`config.mk`:
```
export PLATFORM = sky130hd
export DESIGN_NAME = nn_stream_accum
export DESIGN_NICKNAME = d
export VERILOG_FILES = /design/src/rtl/nn_pkg.sv /design/src/rtl/nn_sat_adder.sv /design/src/rtl/nn_stream_accum.sv
export SDC_FILE = /design/constraint.sdc
export NUM_CORES = 1
export LEC_CHECK = 0
export CAP_MARGIN = 5
export CORE_AREA = 8 8 107 109
export DETAILED_ROUTE_END_ITERATION = 16
export DIE_AREA = 0 0 115 117
export MAX_ROUTING_LAYER = met4
export PLACE_DENSITY = 0.59
export SYNTH_ARGS = -nofsm -noshare
export SYNTH_HDL_FRONTEND = slang
export SYNTH_HIERARCHICAL = 1
export SYNTH_SLANG_ARGS = --single-unit
```
`constraint.sdc`:
```
create_clock -name clk -period 2.2 [get_ports clk]
set_input_delay 0.33 -clock clk [delete_from_list [all_inputs] [get_ports clk]]
set_output_delay 0.33 -clock clk [all_outputs]
set_load 0.02 [all_outputs]
```
`src/rtl/nn_pkg.sv`:
```
// Shared definitions for the neuron datapath: default widths, accumulator
// state encoding and the operand sign/zero-extension helper.
package nn_pkg;

   // Default widths shared with the rest of the network
   localparam int NN_IN_W  = 18;
   localparam int NN_OUT_W = 24;

   // Widest operand the extension helper supports
   localparam int EXT_MAX_W = 64;

   // Accumulator state encoding
   localparam logic [1:0] ST_IDLE = 2'd0;
   localparam logic [1:0] ST_ACC  = 2'd1;
   localparam logic [1:0] ST_OUT  = 2'd2;

   typedef enum logic [1:0] {
      IDLE = ST_IDLE,
      ACC  = ST_ACC,
      OUT  = ST_OUT
   } state_t;

   // Extend the low in_w bits of raw to EXT_MAX_W bits, replicating the
   // operand sign bit when is_signed is set and filling with zeros otherwise.
   function automatic logic [EXT_MAX_W-1:0] ext_operand(
      input logic [EXT_MAX_W-1:0] raw,
      input int                   in_w,
      input bit                   is_signed
   );
      logic [EXT_MAX_W-1:0] keep;
      logic [EXT_MAX_W-1:0] low;
      logic                 fill;
      keep = (EXT_MAX_W'(1) << in_w) - EXT_MAX_W'(1);
      low  = raw & keep;
      fill = is_signed && ((low & ~(keep >> 1)) != '0);
      return fill ? (low | ~keep) : low;
   endfunction

endpackage

```
`src/rtl/nn_sat_adder.sv`:
```
// Combinational W-bit adder with overflow flag. With NN_ACCUM_SATURATE_EN
// defined the result clamps to the representable extreme on overflow;
// otherwise it wraps modulo 2^W.
module nn_sat_adder
   import nn_pkg::*;
#(
   parameter int W      = NN_OUT_W,
   parameter int SIGNED = 1
) (
   input  logic [W-1:0] a,
   input  logic [W-1:0] b,
   output logic [W-1:0] sum,
   output logic         ovf
);

   logic [W:0] raw;

   assign raw = {1'b0, a} + {1'b0, b};

   // Overflow rule depends on operand interpretation
   generate
      if (SIGNED != 0) begin : g_ovf_signed
         assign ovf = (a[W-1] == b[W-1]) && (raw[W-1] != a[W-1]);
      end else begin : g_ovf_unsigned
         assign ovf = raw[W];
      end
   endgenerate

`ifdef NN_ACCUM_SATURATE_EN
   logic [W-1:0] clamp;

   // On signed overflow both operands share a sign, so a's sign picks the rail
   generate
      if (SIGNED != 0) begin : g_clamp_signed
         assign clamp = a[W-1] ? {1'b1, {(W-1){1'b0}}} : {1'b0, {(W-1){1'b1}}};
      end else begin : g_clamp_unsigned
         assign clamp = {W{1'b1}};
      end
   endgenerate

   assign sum = ovf ? clamp : raw[W-1:0];
`else
   assign sum = raw[W-1:0];
`endif

endmodule

```
`src/rtl/nn_stream_accum.sv`:
```
// Streaming packet accumulator: sums IN_W-bit operand beats into one OUT_W-bit
// result per packet, reporting beat count, sticky overflow and forced close.
// Optional build macro: NN_ACCUM_SATURATE_EN (clamp instead of wrap).
module nn_stream_accum
   import nn_pkg::*;
#(
   parameter int IN_W      = NN_IN_W,
   parameter int OUT_W     = NN_OUT_W,
   parameter int MAX_TERMS = 64,
   parameter int SIGNED    = 1,
   localparam int CNT_W    = $clog2(MAX_TERMS + 1)
) (
   input  logic             clk,
   input  logic             rst,
   input  logic             in_valid,
   output logic             in_ready,
   input  logic [IN_W-1:0]  in_data,
   input  logic             in_last,
   output logic             out_valid,
   input  logic             out_ready,
   output logic [OUT_W-1:0] out_data,
   output logic [CNT_W-1:0] out_count,
   output logic             out_ovf,
   output logic             out_forced
);

   localparam logic [CNT_W-1:0] MAX_CNT = CNT_W'(MAX_TERMS);

   // Reject configurations the datapath cannot represent
   generate
      if (OUT_W < IN_W + 1) begin : g_bad_out_w
         $error("nn_stream_accum: OUT_W must be at least IN_W+1");
      end
      if (OUT_W > EXT_MAX_W) begin : g_too_wide
         $error("nn_stream_accum: OUT_W exceeds the extension helper width");
      end
      if (MAX_TERMS < 1) begin : g_bad_terms
         $error("nn_stream_accum: MAX_TERMS must be at least 1");
      end
   endgenerate

   state_t           state, state_next;
   logic [OUT_W-1:0] sum_reg, sum_next;
   logic [CNT_W-1:0] cnt_reg, cnt_next;
   logic             ovf_reg, ovf_next;
   logic             forced_reg, forced_next;

   logic [EXT_MAX_W-1:0] ext_full;
   logic [OUT_W-1:0]     operand;
   logic [OUT_W-1:0]     add_sum;
   logic                 add_ovf;
   logic [CNT_W-1:0]     cnt_inc;

   assign ext_full = ext_operand({{(EXT_MAX_W-IN_W){1'b0}}, in_data}, IN_W, SIGNED != 0);
   assign operand  = ext_full[OUT_W-1:0];
   assign cnt_inc  = cnt_reg + CNT_W'(1);

   nn_sat_adder #(
      .W      (OUT_W),
      .SIGNED (SIGNED)
   ) u_adder (
      .a   (sum_reg),
      .b   (operand),
      .sum (add_sum),
      .ovf (add_ovf)
   );

   // State and packet registers; reset discards any partial packet
   always_ff @(posedge clk or posedge rst) begin
      if (rst) begin
         state      <= IDLE;
         sum_reg    <= '0;
         cnt_reg    <= '0;
         ovf_reg    <= 1'b0;
         forced_reg <= 1'b0;
      end else begin
         state      <= state_next;
         sum_reg    <= sum_next;
         cnt_reg    <= cnt_next;
         ovf_reg    <= ovf_next;
         forced_reg <= forced_next;
      end
   end

   // Next-state and packet update; in IDLE/ACC a transfer is just in_valid
   always_comb begin
      state_next  = state;
      sum_next    = sum_reg;
      cnt_next    = cnt_reg;
      ovf_next    = ovf_reg;
      forced_next = forced_reg;
      case (state)
         IDLE: begin
            if (in_valid) begin
               sum_next    = operand;
               cnt_next    = CNT_W'(1);
               ovf_next    = 1'b0;
               forced_next = 1'b0;
               if (in_last || (MAX_TERMS == 1)) begin
                  state_next  = OUT;
                  forced_next = !in_last;
               end else begin
                  state_next = ACC;
               end
            end
         end
         ACC: begin
            if (in_valid) begin
               sum_next = add_sum;
               cnt_next = cnt_inc;
               ovf_next = ovf_reg | add_ovf;
               if (in_last) begin
                  state_next = OUT;
               end else if (cnt_inc == MAX_CNT) begin
                  state_next  = OUT;
                  forced_next = 1'b1;
               end
            end
         end
         OUT: begin
            if (out_ready) begin
               state_next = IDLE;
            end
         end
         default: state_next = IDLE;
      endcase
   end

   // in_ready is held low while reset is asserted so every output reads 0
   assign in_ready   = (state != OUT) && !rst;
   assign out_valid  = (state == OUT);
   assign out_data   = sum_reg;
   assign out_count  = cnt_reg;
   assign out_ovf    = ovf_reg;
   assign out_forced = forced_reg;

endmodule

```
## Word-level counts from Yosys, hierarchy flattened

Index checks and enable logic that the tools add are counted.

| storage, ports and cells | value |
|---|---|
| output and inout port bits | 35 |
| flip-flop bits (word level) | 35 |
| bits of input ports | 23 |
| word-level logic and storage cells | 52 |

| operators by class | value |
|---|---|
| eq/ne operators | 12 |
| multiplexer cells | 23 |
| add/sub/neg operators | 2 |
| reductions and logical operators | 9 |
| bitwise logic cells | 1 |

Operator list:

| operator | count |
|---|---|
| $mux W24 | 3 |
| $pmux W24 S2 | 1 |
| $add A24 B24 Y24 | 1 |
| $mux W7 | 2 |
| $pmux W7 S2 | 1 |
| $mux W2 | 6 |
| $ne A2 B2 Y1 const B | 5 |
| $add A7 B1 Y7 const B | 1 |
| $eq A7 B7 Y1 const B | 1 |
| $mux W1 | 7 |
| $pmux W2 S3 | 1 |
| $reduce_and A5 Y1 | 1 |
| $pmux W1 S2 | 2 |
| $reduce_and A4 Y1 | 1 |
| $ne A3 B3 Y1 const B | 1 |
| $reduce_and A3 Y1 | 1 |
| $eq A2 B1 Y1 const B | 1 |
| $eq A2 B2 Y1 const B | 1 |
| $logic_and A1 B1 Y1 | 2 |
| $logic_not A1 Y1 | 2 |
| $logic_not A2 Y1 | 1 |
| $ne A2 B1 Y1 const B | 1 |
| $reduce_bool A2 Y1 | 1 |
| $eq A1 B1 Y1 | 1 |
| other kinds (2) | 2 |

## Logic depth before layout (Yosys ltp)

| logic depth | value |
|---|---|
| word-level depth | 7 |
| depth in mapped cells | 10 |
| gate-level depth less buffers | 10 |

## By module

Netlist, hierarchy kept.

By module, submodules not included:

| module | area each (um2) | instances | cells an instance | sequential area each (um2) |
|---|---|---|---|---|
| nn_stream_accum | 1,646.6 | 1 | 170 | 875.8 |
| nn_sat_adder | 1,203.7 | 1 | 163 | 0.0 |

## Least setup slack after synthesis

Ideal clock, no wire load.

| timing path | value |
|---|---|
| kind | reg2reg |
| from | reg sum_reg[0] (netlist: out_data[0]) |
| to | reg sum_reg[12] (netlist: out_data[12]) |
| setup slack | -0.318 ns |
| path buffers | 0 |
| required time | 2.067 ns |
| clock period less this slack | 2.518 ns |
| arrival | 2.385 ns |
| stages on the path, launching flop included | 10 |
| library setup time | 0.133 ns |
| path through | dfrtp_1 ha_1 fa_1 a211o_1 a21oi_4 o221ai_2 or3_2 nor2b_1 mux2i_1 o21ai_0 |

| on the way | value |
|---|---|
| word-level cells in the longest chain between the ends | 3 |

Ends and longest elaborated chain:

| item | line | text |
|---|---|---|
| start, declared | nn_stream_accum.sv:43 | `logic [OUT_W-1:0] sum_reg, sum_next;` |
| start signal, assigned | nn_stream_accum.sv:78 | `sum_reg <= sum_next;` |
| $add A24 B24 Y24 | nn_sat_adder.sv:18 | `assign raw = {1'b0, a} + {1'b0, b};` |
| net add_sum[12] | nn_stream_accum.sv:50 | `logic [OUT_W-1:0] add_sum;` |
| $mux W24 | nn_stream_accum.sv:108 | `if (in_valid) begin` |
| $pmux W24 S2 | nn_stream_accum.sv:92 | `case (state)` |

The timed path passes the listed nets, and every way through them passes these cells. The select of a mux whose other input is x is not followed.
A chain may end at the register's enable or synchronous reset.

## Final worst setup path

| timing path | value |
|---|---|
| from | reg sum_reg[0] (netlist: out_data[0]) |
| to | reg sum_reg[14] (netlist: out_data[14]) |

Same word-level chain as after synthesis.

==> impl_metrics.ini <==
[critical_path]
critical_path_arrival_ps = 2730
cpMaxStageDelayCell = dfrtp_2
endpoint_kind = flop
path_cells = ha_4, fa_2, a211o_1, a21oi_4, buf_4, o221ai_4, o21ai_4, buf_4, xnor2_1, mux2i_1, o21ai_0
cp.buffers_inverters = 2
cpPeakStageDelay_ps = 430
cpMostUsedCell = buf_4
path_delay_family = compound AO/OA/AOI/OAI gates
path_class = flop to flop
setup.worst_path.start_class = flop
required_ps = 2420
cp_max_fo = 4

[power_and_ir_drop]
powerDensity_mw_per_mm2 = 1190
ir_drop_mv = 0.558
p_total_w = 0.00540
power.leakage_nw = 2.01

[synth]
synth_edf_count = 0
synth.avg_cell_area_um2 = 8.56
netlist_area_mm2 = 0.00285
yosysSeqAreaShare_pct = 30.7
synthArstFlopShare_pct = 100
ys.flop_type = dfrtp_1
yosys.cell_types.count = 53
yosys_warnings = 6
synth_area_leaders = dfrtp_1 31%, ha_1 11%, o21ai_0 8.1%
synth_top_cell_by_area = dfrtp_1
synthesis.nets = 381
synth_seq_cells = 35
syn_inst = 333
yosysTopAreaCellShare_pct = 30.7

[global_route]
use_met2_pct = 23.2
grtUsageMet3_pct = 2.26
top_usage_layer = met2
grt_max_degree = 36
met1_usage_pct = 16.1
grt_pass1_wl_um = 14300
globalRouteOverflowTotal = 0
grtUsageTotal_pct = 13.4
grt_pass1_vias = 3034
antenna_found_initial = 0

[cells_and_area]
area_growth_pct = 59.5
fin_nets = 508
final_cell_mix = 78 x buf_4, 53 x clkdlybuf4s50_1, 44 x nand2_1
diodes = 0
drive_gt1_share_pct = 31.0
final_util_pct = 45.9
layout_commonest_cell = buf_4
fillers = 986

[drt]
final_antenna_net_count = 0
vias = 2862
wirelength_um = 8540
drc_errors = 0
viasPerCell = 4.79
firstDrtPassIters = 4
wl_per_cell_um = 14.3
drtIter0Drc = 86

[sta]
clock_skew_ps = 8.66
relSlewSlack_pct = 65.7
finalCritPeriodShare_pct = 114
layout_min_cycle_time_ps = 2520
slew_viol_final = 0
tightest_slew_ps = 515
setup_viol = 12
finalWorstSetupSlack_ps = -318
final_hold_viol_count = 0
rsz0062_at_grt = true
timing.fmax_mhz = 397
timing.setup.tns_ps = -2210
holdWs_ps = 423

[placement]
portBuffers = 57
detailed_place_hpwl_um = 6240
place_congestion = 0.829

[clocking]
cts_buffer_depth = 2
cts_tree = done
cts.reportedPaths.clkPinSlew_ps = 90
cts_buffers = 5
clk_latency_ps = 300
clockRootBuffer = clkbuf_8
cts_htree_levels = 2
holdBufCountCts = 0
clock_sinks = 35

[worst_hold_path]
hold_path_class = primary input to flop

[floorplan]
ios = 58
die_y_um = 117
start_util_pct = 28.8
die_w_um = 115
rows = 37
core_mm2 = 0.00991
fp.dieArea_mm2 = 0.0135

[outcome]
status = finished with violations
violations = setup timing

[job]
drv_cap = 0
[repair_timing]
item,CTS,global route
cloned,0,0
pin swaps,18,15
setup endpoints to repair,18,18
hold endpoints to repair,0,0
gates resized for setup,32,21
buffers inserted,5,4
[cell usage after synthesis (3+ instances only)]
master	instances
nand2_1	44
a211oi_1	3
dfrtp_1	35
nand2b_1	5
nor2b_1	3
clkbuf_1	8
nand4_1	3
xor2_1	9
xnor2_1	13
a21oi_1	32
inv_1	8
a21o_1	6
ha_1	24
nor3_1	4
o21ai_0	46
buf_2	7
nand3_1	12
o21a_1	5
mux2i_1	19
nor2_1	9
[worst register-to-register path, stage by stage, from the launching register on]
cell	delay, ps
dfrtp_2	430
ha_4	170
fa_2	360
a211o_1	310
a21oi_4	190
buf_4	150
o221ai_4	100
o21ai_4	240
buf_4	160
xnor2_1	100
mux2i_1	80
o21ai_0	150
[final cells by class]
type                    instances  area, µm²  area share (%)
clock buffers                   5       68.8            1.51
clock inverters                 3       47.5            1.05
inverters                       8       30.0           0.660
multi-input cells             274       2190            48.1
flip-flops and latches         35        878            19.3
well taps                     136        170            3.74
repair buffers                136       1170            25.6
[metal layers]
metal,up-vias,wire length (µm)
li1,1454,-
met1,1363,3940
met2,41,4280
met3,4,271
met4,0,46
met5,-,0
[worst paths after layout]
check                        startpoint  depth (start not counted)           end  slack [ps]
setup / recovery            out_data[0]                         11  out_data[14]        -320
hold / removal               in_data[4]                          3   out_data[4]         420
setup reg to reg            out_data[0]                         11  out_data[14]        -320
hold reg to reg            out_data[14]                          2  out_data[14]         520
max in group asynchronous           rst                          3   out_data[1]        1370
min in group asynchronous           rst                          3       out_ovf         470
[logic make-up (layout without fill, tap and decap cells)]
logic type,after synthesis,after routing,synth area share (%)
adders and majority gates,25,25,11.2
xor gates and xnor gates,22,22,6.76
AOI/OAI and AO/OA,115,115,25.0
buffers and inverters,24,152,3.86
DFF,35,35,30.7
muxes,19,19,6.67
and+or+nand+nor,93,93,15.7
[sequential cells by signal (all words and copies together), names as in the netlist]
signal / cells
out_data: 24
out_count: 7
state: 2
out_forced: 1
out_ovf: 1
[per-stage QoR]
stage,worst slack (ps),instance area [µm²],std cells
2_1_floorplan,-228,2930,333
3_3_place_gp,-730,4130,581
4_1_cts,-253,4420,594
6_report,-318,4550,597
5_1_grt,-443,4550,597
3_5_place_dp,-758,4130,581
[power by group]
group | leakage, nW | switching, W | internal [W]
logic | 1.51 | 0.00178 | 0.00191
registers | 0.438 | 0.000222 | 0.000843
clock network | 0.0587 | 0.000293 | 0.000344
Power figures use the tool's default switching activity.
